$ cat src/rtl/vga_pkg.sv
`default_nettype none
// ============================================================================
// vga_pkg : 640x480@60 timing constants and counter types shared with the
//           renderer.
// Revision: 1.0 - initial release
// ============================================================================
package vga_pkg;

  localparam int CNT_W    = 10;

  localparam int H_ACTIVE = 640;
  localparam int H_FP     = 16;
  localparam int H_SYNC   = 96;
  localparam int H_BP     = 48;
  localparam int H_TOTAL  = H_ACTIVE + H_FP + H_SYNC + H_BP;

  localparam int V_ACTIVE = 480;
  localparam int V_FP     = 10;
  localparam int V_SYNC   = 2;
  localparam int V_BP     = 33;
  localparam int V_TOTAL  = V_ACTIVE + V_FP + V_SYNC + V_BP;

  localparam int H_SYNC_START = H_ACTIVE + H_FP;
  localparam int H_SYNC_END   = H_SYNC_START + H_SYNC;
  localparam int V_SYNC_START = V_ACTIVE + V_FP;
  localparam int V_SYNC_END   = V_SYNC_START + V_SYNC;

  typedef logic [CNT_W-1:0] cnt_t;

  // Half-open window test [lo, hi) on unsigned counter values.
  function automatic logic in_window(cnt_t v, cnt_t lo, cnt_t hi);
    return (v >= lo) && (v < hi);
  endfunction

endpackage
`default_nettype wire

$ cat src/rtl/vga_sync_gen_if.sv
`default_nettype none
// ============================================================================
// vga_sync_gen_if : timing bundle from the sync generator to the renderer.
// Revision: 1.0 - initial release
// ============================================================================
interface vga_sync_gen_if;
  import vga_pkg::*;

  logic hsync;
  logic vsync;
  logic video_on;
  cnt_t pixel_x;
  cnt_t pixel_y;
  logic line_start;
  logic frame_start;

  modport master (
    output hsync, vsync, video_on, pixel_x, pixel_y, line_start, frame_start
  );

  modport slave (
    input  hsync, vsync, video_on, pixel_x, pixel_y, line_start, frame_start
  );

endinterface
`default_nettype wire

$ cat src/rtl/vga_sync_gen_rise_edge_det.sv
`default_nettype none
// ============================================================================
// rise_edge_det : one-clk pulse on each rising edge of a clk-synchronous input.
// Revision: 1.0 - initial release
// ============================================================================
module rise_edge_det (
  input  wire logic clk,
  input  wire logic rst_n,
  input  wire logic i_sig,
  output logic      o_pulse
);

  logic r_sig_d;

  // Delay flop resets high so a level already high at reset release is not an edge.
  always_ff @(posedge clk or negedge rst_n) begin
    if (!rst_n) begin
      r_sig_d <= 1'b1;
    end else begin
      r_sig_d <= i_sig;
    end
  end

  assign o_pulse = i_sig & ~r_sig_d;

endmodule
`default_nettype wire

$ cat src/rtl/vga_sync_gen.sv
`default_nettype none
// ============================================================================
// vga_sync_gen : VGA timing generator; counters advance on each vga_clk rise,
//                outputs registered from the next-state counter values.
// Revision: 1.0 - initial release
// ============================================================================
module vga_sync_gen #(
  parameter int H_ACTIVE = vga_pkg::H_ACTIVE,
  parameter int H_FP     = vga_pkg::H_FP,
  parameter int H_SYNC   = vga_pkg::H_SYNC,
  parameter int H_BP     = vga_pkg::H_BP,
  parameter int V_ACTIVE = vga_pkg::V_ACTIVE,
  parameter int V_FP     = vga_pkg::V_FP,
  parameter int V_SYNC   = vga_pkg::V_SYNC,
  parameter int V_BP     = vga_pkg::V_BP,
  parameter int SYNC_NEG = 1
) (
  input  wire logic       clk,
  input  wire logic       rst_n,
  input  wire logic       vga_clk,
  vga_sync_gen_if.master  vga
);
  import vga_pkg::*;

  localparam cnt_t c_H_LAST     = cnt_t'(H_ACTIVE + H_FP + H_SYNC + H_BP - 1);
  localparam cnt_t c_V_LAST     = cnt_t'(V_ACTIVE + V_FP + V_SYNC + V_BP - 1);
  localparam cnt_t c_H_ACT      = cnt_t'(H_ACTIVE);
  localparam cnt_t c_V_ACT      = cnt_t'(V_ACTIVE);
  localparam cnt_t c_HS_START   = cnt_t'(H_ACTIVE + H_FP);
  localparam cnt_t c_HS_END     = cnt_t'(H_ACTIVE + H_FP + H_SYNC);
  localparam cnt_t c_VS_START   = cnt_t'(V_ACTIVE + V_FP);
  localparam cnt_t c_VS_END     = cnt_t'(V_ACTIVE + V_FP + V_SYNC);
  localparam logic c_SYNC_ON    = (SYNC_NEG != 0) ? 1'b0 : 1'b1;

  logic w_pix_stb;
  logic w_h_wrap;
  logic w_v_wrap;
  cnt_t w_h_nxt;
  cnt_t w_v_nxt;

  cnt_t r_h_cnt;
  cnt_t r_v_cnt;
  logic r_hsync;
  logic r_vsync;
  logic r_video_on;
  logic r_line_start;
  logic r_frame_start;

  rise_edge_det u_edge (
    .clk     (clk),
    .rst_n   (rst_n),
    .i_sig   (vga_clk),
    .o_pulse (w_pix_stb)
  );

  always_comb begin
    w_h_wrap = (r_h_cnt == c_H_LAST);
    w_v_wrap = w_h_wrap && (r_v_cnt == c_V_LAST);
    w_h_nxt  = w_h_wrap ? '0 : cnt_t'(r_h_cnt + 1'b1);
    w_v_nxt  = r_v_cnt;
    if (w_h_wrap) begin
      w_v_nxt = w_v_wrap ? '0 : cnt_t'(r_v_cnt + 1'b1);
    end
  end

  // Pulses are refreshed every clk so they last exactly one clk; everything
  // else only moves on a strobe, which freezes the outputs when vga_clk stalls.
  always_ff @(posedge clk or negedge rst_n) begin
    if (!rst_n) begin
      r_h_cnt       <= c_H_LAST;
      r_v_cnt       <= c_V_LAST;
      r_hsync       <= ~c_SYNC_ON;
      r_vsync       <= ~c_SYNC_ON;
      r_video_on    <= 1'b0;
      r_line_start  <= 1'b0;
      r_frame_start <= 1'b0;
    end else begin
      r_line_start  <= w_pix_stb & w_h_wrap;
      r_frame_start <= w_pix_stb & w_v_wrap;
      if (w_pix_stb) begin
        r_h_cnt    <= w_h_nxt;
        r_v_cnt    <= w_v_nxt;
        r_hsync    <= in_window(w_h_nxt, c_HS_START, c_HS_END) ? c_SYNC_ON : ~c_SYNC_ON;
        r_vsync    <= in_window(w_v_nxt, c_VS_START, c_VS_END) ? c_SYNC_ON : ~c_SYNC_ON;
        r_video_on <= (w_h_nxt < c_H_ACT) && (w_v_nxt < c_V_ACT);
      end
    end
  end

  assign vga.pixel_x     = r_h_cnt;
  assign vga.pixel_y     = r_v_cnt;
  assign vga.hsync       = r_hsync;
  assign vga.vsync       = r_vsync;
  assign vga.video_on    = r_video_on;
  assign vga.line_start  = r_line_start;
  assign vga.frame_start = r_frame_start;

endmodule
`default_nettype wire

$ cat src/flat_wrapper.sv
// flat-port wrapper written by rule: the top's interface ports become plain ports
module vga_sync_gen_flat import vga_pkg::*;
#(
  parameter int H_ACTIVE = vga_pkg::H_ACTIVE,
  parameter int H_FP     = vga_pkg::H_FP,
  parameter int H_SYNC   = vga_pkg::H_SYNC,
  parameter int H_BP     = vga_pkg::H_BP,
  parameter int V_ACTIVE = vga_pkg::V_ACTIVE,
  parameter int V_FP     = vga_pkg::V_FP,
  parameter int V_SYNC   = vga_pkg::V_SYNC,
  parameter int V_BP     = vga_pkg::V_BP,
  parameter int SYNC_NEG = 1
)
  (clk, rst_n, vga_clk, vga_hsync, vga_vsync, vga_video_on, vga_pixel_x, vga_pixel_y, vga_line_start, vga_frame_start);
  vga_sync_gen_if vga_i ();
  input  wire logic clk;
  input  wire logic rst_n;
  input  wire logic vga_clk;
  output wire logic [$bits(vga_i.hsync)-1:0] vga_hsync;
  output wire logic [$bits(vga_i.vsync)-1:0] vga_vsync;
  output wire logic [$bits(vga_i.video_on)-1:0] vga_video_on;
  output wire logic [$bits(vga_i.pixel_x)-1:0] vga_pixel_x;
  output wire logic [$bits(vga_i.pixel_y)-1:0] vga_pixel_y;
  output wire logic [$bits(vga_i.line_start)-1:0] vga_line_start;
  output wire logic [$bits(vga_i.frame_start)-1:0] vga_frame_start;
  assign vga_hsync = vga_i.hsync;
  assign vga_vsync = vga_i.vsync;
  assign vga_video_on = vga_i.video_on;
  assign vga_pixel_x = vga_i.pixel_x;
  assign vga_pixel_y = vga_i.pixel_y;
  assign vga_line_start = vga_i.line_start;
  assign vga_frame_start = vga_i.frame_start;
  vga_sync_gen #(.H_ACTIVE(H_ACTIVE), .H_FP(H_FP), .H_SYNC(H_SYNC), .H_BP(H_BP), .V_ACTIVE(V_ACTIVE), .V_FP(V_FP), .V_SYNC(V_SYNC), .V_BP(V_BP), .SYNC_NEG(SYNC_NEG)) u_core (.clk(clk), .rst_n(rst_n), .vga_clk(vga_clk), .vga(vga_i));
endmodule
$ cat config.mk
export PLATFORM = sky130hd
export DESIGN_NAME = vga_sync_gen_flat
export DESIGN_NICKNAME = d
export VERILOG_FILES = /design/src/rtl/vga_pkg.sv /design/src/rtl/vga_sync_gen_if.sv /design/src/rtl/vga_sync_gen_rise_edge_det.sv /design/src/rtl/vga_sync_gen.sv /design/src/flat_wrapper.sv
export SDC_FILE = /design/constraint.sdc
export NUM_CORES = 1
export LEC_CHECK = 0
export ABC_CLOCK_PERIOD_IN_PS = 2300
export BUFFER_PORTS_ARGS = -buffer_cell sky130_fd_sc_hd__buf_2
export CORE_MARGIN = 2
export CORE_UTILIZATION = 50
export CTS_CLUSTER_SIZE = 12
export DETAILED_ROUTE_END_ITERATION = 8
export PLACE_DENSITY = 0.76
export SLEW_MARGIN = 10
export SYNTH_ARGS = -nofsm -noshare
export SYNTH_HDL_FRONTEND = slang
export SYNTH_HIERARCHICAL = 1
export SYNTH_SLANG_ARGS = --single-unit
$ cat constraint.sdc
create_clock -name clk -period 2.3 [get_ports clk]
set_input_delay 0 -clock clk [delete_from_list [all_inputs] [get_ports clk]]
set_output_delay 0 -clock clk [all_outputs]
set_load 0.01 [all_outputs]
### After elaboration in Yosys (flattened, before gate mapping)

Index checks and enable logic that the tools add are counted.

| storage, ports and cells | value |
|---|---|
| flip-flop bits (word level) | 26 |
| input port bits | 3 |
| output and inout port bits | 25 |

| cells by class | value |
|---|---|
| $add $sub $neg | 2 |
| magnitude comparators | 6 |
| equal/unequal tests | 2 |
| mux-type cells | 5 |
| bitwise gates (word level) | 4 |
| reduce and logical (&&, ||, !) cells | 4 |

Operators with widths:

| operator | count |
|---|---|
| $mux 10 | 3 |
| $add 10x1->10 const B | 2 |
| $eq 10x10->1 const B | 2 |
| $lt 10x10->1 const B | 2 |
| $lt 10x9->1 const B | 2 |
| $ge 10x10->1 const B | 1 |
| $ge 10x9->1 const B | 1 |
| $logic_and 1x1->1 | 4 |
| $and 1x1->1 | 3 |
| $mux 1 | 2 |
| $not 1->1 | 1 |

### Longest topological paths before layout

| depth | value |
|---|---|
| depth after elaboration | 7 |
| gate-level depth with buffers | 9 |
| depth with buffers taken out | 8 |

### By module

Netlist, hierarchy kept.

By module, submodules not included:

| module | times used | cells an instance | area each (um^2) | sequential area each (um^2) |
|---|---|---|---|---|
| vga_sync_gen | 1 | 177 | 1584.0 | 640.6 |
| rise_edge_det | 1 | 2 | 40.0 | 26.3 |

### Least setup slack after synthesis

No wires, ideal clock.

| path | value |
|---|---|
| path type | register to register |
| start | register u_core.r_h_cnt[0] (netlist: u_core/vga.pixel_x[0]) |
| end | register u_core.r_video_on (netlist: u_core/vga.video_on) |
| data arrival time | 2.083 ns |
| required time | 2.160 ns |
| setup slack | 0.078 ns |
| cell stages (with the launch flop) | 9 |
| path buffers | 1 |
| cells stage by stage | dfstp_2 > ha_1 > and4_4 > and3_2 > buf_6 > nand4_4 > xor2_1 > nor4b_1 > o32ai_1 |

| on the way | value |
|---|---|
| longest elaborated chain between the ends | 6 |
| elaborated cells between the ends (all ways) | 9 |

RTL lines:

| what | line | source |
|---|---|---|
| start: declaration | vga_sync_gen.sv:41 | `cnt_t r_h_cnt;` |
| start signal: assignment | vga_sync_gen.sv:70 | `r_h_cnt <= c_H_LAST;` |
| start signal: assignment | vga_sync_gen.sv:81 | `r_h_cnt <= w_h_nxt;` |
| parallel branches: the longest is 5 deep, another holds $add 10x1->10 | - |  |
| $logic_and 1x1->1 * | vga_sync_gen.sv:85 | `r_video_on <= (w_h_nxt < c_H_ACT) && (w_v_nxt < c_V_ACT);` |
| end signal: assignment | vga_sync_gen.sv:85 |  |
| end: declaration | vga_sync_gen.sv:45 | `logic r_video_on;` |

Every way passes the cells marked *.
A chain may end at the register's enable or synchronous reset.

### Final worst setup path

| path | value |
|---|---|
| start | register u_core.r_h_cnt[0] (netlist: u_core/vga.pixel_x[0]) |
| end | register u_core.r_vsync (netlist: u_core/vga.vsync) |

| on the way | value |
|---|---|
| longest elaborated chain between the ends | 7 |
| elaborated cells between the ends (all ways) | 8 |

RTL lines:

| what | line | source |
|---|---|---|
| $eq 10x10->1 * | vga_sync_gen.sv:57 | `w_h_wrap = (r_h_cnt == c_H_LAST);` |
| $logic_and 1x1->1 | vga_sync_gen.sv:58 | `w_v_wrap = w_h_wrap && (r_v_cnt == c_V_LAST);` |
| $mux 10 | vga_sync_gen.sv:62 | `w_v_nxt = w_v_wrap ? '0 : cnt_t'(r_v_cnt + 1'b1);` |
| $mux 10 * | vga_sync_gen.sv:61 | `if (w_h_wrap) begin` |
| $ge 10x9->1 / $lt 10x9->1 (equally long branches) | vga_pkg.sv:32 | `return (v >= lo) && (v < hi);` |
| $logic_and 1x1->1 * | vga_pkg.sv:32 |  |
| $mux 1 * | vga_sync_gen.sv:84 | `r_vsync <= in_window(w_v_nxt, c_VS_START, c_VS_END) ? c_SYNC_ON : ~c_SYNC_ON;` |
| end signal: assignment | vga_sync_gen.sv:73 | `r_vsync <= ~c_SYNC_ON;` |
| end signal: assignment | vga_sync_gen.sv:84 |  |
| end: declaration | vga_sync_gen.sv:44 | `logic r_vsync;` |

Every way passes the cells marked *; elsewhere a longest branch is shown, timed or not.

==> qor.yml <==
timing:
  setup_violations: 0
  holdWs_ns: 0.203
  fin_ws_ns: 0.111
  maxSlewHeadroom: 0.622
  rsz0062_at_grt: "no"
  max_freq_ghz: 0.457
  min_period_ns: 2.19
  fin_skew_ns: 0.00940
  worstMarginPinSlew_ns: 0.567
  fin_crit_sh: 0.952
  hold_violations: 0
  drv_slew: 0
worst_setup_path:
  crit_chain: "ha_1 -> and4_4 -> nand3_4 -> or3_1 -> mux2_2 -> o2111a_1 -> a31oi_1"
  end_kind: "flop"
  timing.rr.end: "u_core/vga.vsync"
  max_stage_delay_ns: 0.58
  required_ns: 2.54
  critPathSlowestCell: "dfstp_2"
  rr_worst_depth: 7
  cp-start-kind: "flop"
  arrival_ns: 2.43
  crit_fanout: 6
  reg2reg_from: "u_core/vga.pixel_x[0]"
  path_class: "reg -> reg"
  regToRegSetupSlack_ns: 0.11
power:
  vdd_drop_max_mv: 0.281
  p_int_mw: 0.723
  powerDensity_mw_per_mm2: 569
  switching_power_mw: 0.339
  comb_power_share: 0.256
  clockPowerShare: 0.182
  p_leak_nw: 0.761
  sequentialPowerShare: 0.562
  power_mw: 1.06
  swShare: 0.319
yosys:
  syn_avg_cell_area_sq_um: 9.07
  ys_top_cells_by_area: "dfstp_2 (21%), dfrtp_1 (20%), nand2_1 (6.5%)"
  yosys.area.top_type_share: 0.210
  ys_seq_elements: 26
  ys_types: 45
  syn_nets: 186
  synth_top_area_cell: "dfstp_2"
  synth_edf_count: 0
  ys_seq_area_frac: 0.411
  netlist_area_sq_mm: 0.00162
  yosysMostFrequentCell: "nand2_1"
  async_flop_share: 1.00
  synthFlopType: "dfstp_2"
  yosysWarnings: 6
  postSynthCellCount: 179
  synth_common_cells: "nand2_1 (28), o21ai_0 (17), nor2_1 (15), dfrtp_1 (13), dfstp_2 (13)"
die:
  die_height_um: 61.0
  die_area_sq_mm: 0.00372
  fp-row-count: 20
  pin_count: 28
  initial_core_util: 0.528
  fp.coreArea_sq_mm: 0.00308
  die_w_um: 61.0
final_layout:
  diodes: 0
  final_layout_size_suffix_gt1_frac: 0.313
  fin_nets: 216
  area_growth_pct: 14.9
drt:
  ant_nets: 0
  avgRoutedWirePerCell_um: 14.7
  drtIter0Drc: 69
  vias: 1432
  avgViaCountPerCell: 5.68
  drc: 0
  totalWireLength_um: 3700
  first_pass_iters: 4
clock_network:
  clock_sinks: 26
  clk_pin_slew_ns: 0.14
  clk_latency_ns: 0.31
  cts_tree: "yes"
  cts_root_buf: "clkbuf_4"
  cts_made_buffers: 3
  htreeDepth: 1
  clockBufferDepth: 2
global_routing:
  grt_max_degree: 27
  grt_overflow: 0
  grt_usage: 0.224
  grt_pass1_wl_um: 6320
  first_global_vias: 1404
  antenna_found_initial: 0
outcome:
  status: "finished, final reports clean"
placed_design:
  place_ws_ns: -0.0583
  dp_hpwl_um: 2720
  routabilityCongestion: 0.875
  port_buffers: 27
run:
  drv_cap: 0
worst_hold_path:
  hold_path.class: "in -> async"
==> cell type report <==
cell class | instances | area (sq um)
sequential | 26 | 667
multi-input combinational | 134 | 868
fill | 278 | 1210
timing repair buffer | 38 | 223
tap | 44 | 55.1
clock buffer | 4 | 26.3
inverter | 6 | 26.3
==> power by group through the flow <==
stage | Clock (mW) | Combinational (mW) | Sequential (mW)
after global placement | 0 | 0.255 | 0.599
after global routing | 0.216 | 0.299 | 0.607
final | 0.194 | 0.272 | 0.597
after detailed placement | 0 | 0.264 | 0.606
after floorplan | 0 | 0.184 | 0.590
after CTS | 0.202 | 0.267 | 0.598
==> metrics by stage <==
stage	TNS (ns)	util	cells	instance area, sq um
after floorplan	0	-	179	1620
after global placement	0	0.581	245	1790
after detailed placement	-0.0619	0.581	245	1790
after CTS	0	0.598	251	1840
after global routing	0	0.606	252	1870
final	0	0.606	252	1870
==> routing by layer <==
layer	wire length, um	track usage
met2	1920	0.415
met1	1580	0.272
met4	56	0.0714
met3	142	0.0213
met5	0	0
==> how the worst max path moves through the flow <==
stage                          end                  start  slack (ns)  cells after the start
6_report          u_core/vga.vsync  u_core/vga.pixel_x[0]        0.11                      7
5_1_grt           u_core/vga.vsync  u_core/vga.pixel_x[1]        0.01                      7
4_1_cts           u_core/vga.vsync  u_core/vga.pixel_x[0]        0.04                      7
3_5_place_dp   u_core/vga.video_on  u_core/vga.pixel_x[0]       -0.06                      7
3_3_place_gp   u_core/vga.video_on  u_core/vga.pixel_x[0]        0.08                      7
2_1_floorplan  u_core/vga.video_on  u_core/vga.pixel_x[0]        0.08                      8
==> state kept, by name, summed over array words and instances, names as in the netlist <==
register and flops:
u_core/vga.pixel_x 10, u_core/vga.vsync 1, u_core/vga.hsync 1, u_core/vga.video_on 1
u_core/vga.line_start 1, u_core/vga.pixel_y 10, u_core/vga.frame_start 1, u_core/u_edge/r_sig_d 1
==> worst max-delay path, delay by kind of cell, from the launching register on <==
| family | cells | cell delay, ns |
|---|---|---|
| simple gates | 3 | 0.77 |
| compound gates | 2 | 0.33 |
| fa+ha+maj | 1 | 0.17 |
| flops | 1 | 0.58 |
| mux | 1 | 0.28 |
==> cells in the final DEF (no fill, tap or decap), types with 5 or more instances in the layout <==
cell type and count:
dfrtp_1 13, nand3_1 7, o21ai_0 17, buf_4 9, xnor2_1 7, nor2_1 15
nand4_1 6, dfstp_2 13, inv_1 5, a21oi_1 5, nand2_1 27, buf_2 27
==> kinds of logic (layout without fill, tap and decap cells) <==
logic type,Yosys count,count (layout),synth area share
fa+ha+maj,4,4,0.0308
xor+xnor,10,10,0.0539
simple gates,79,79,0.271
buf+inv,19,48,0.0670
flops,26,26,0.411
mux,4,4,0.0270
compound gates,37,37,0.139
==> what timing repair did <==
action	CTS	global route
gates resized for setup	1	4
endpoints found under the setup margin	2	3
pin swaps	0	1
setup buffers	0	1
hold buffers	2	0
endpoints found under the hold margin	14	0
(Power assumes the default switching activity.)
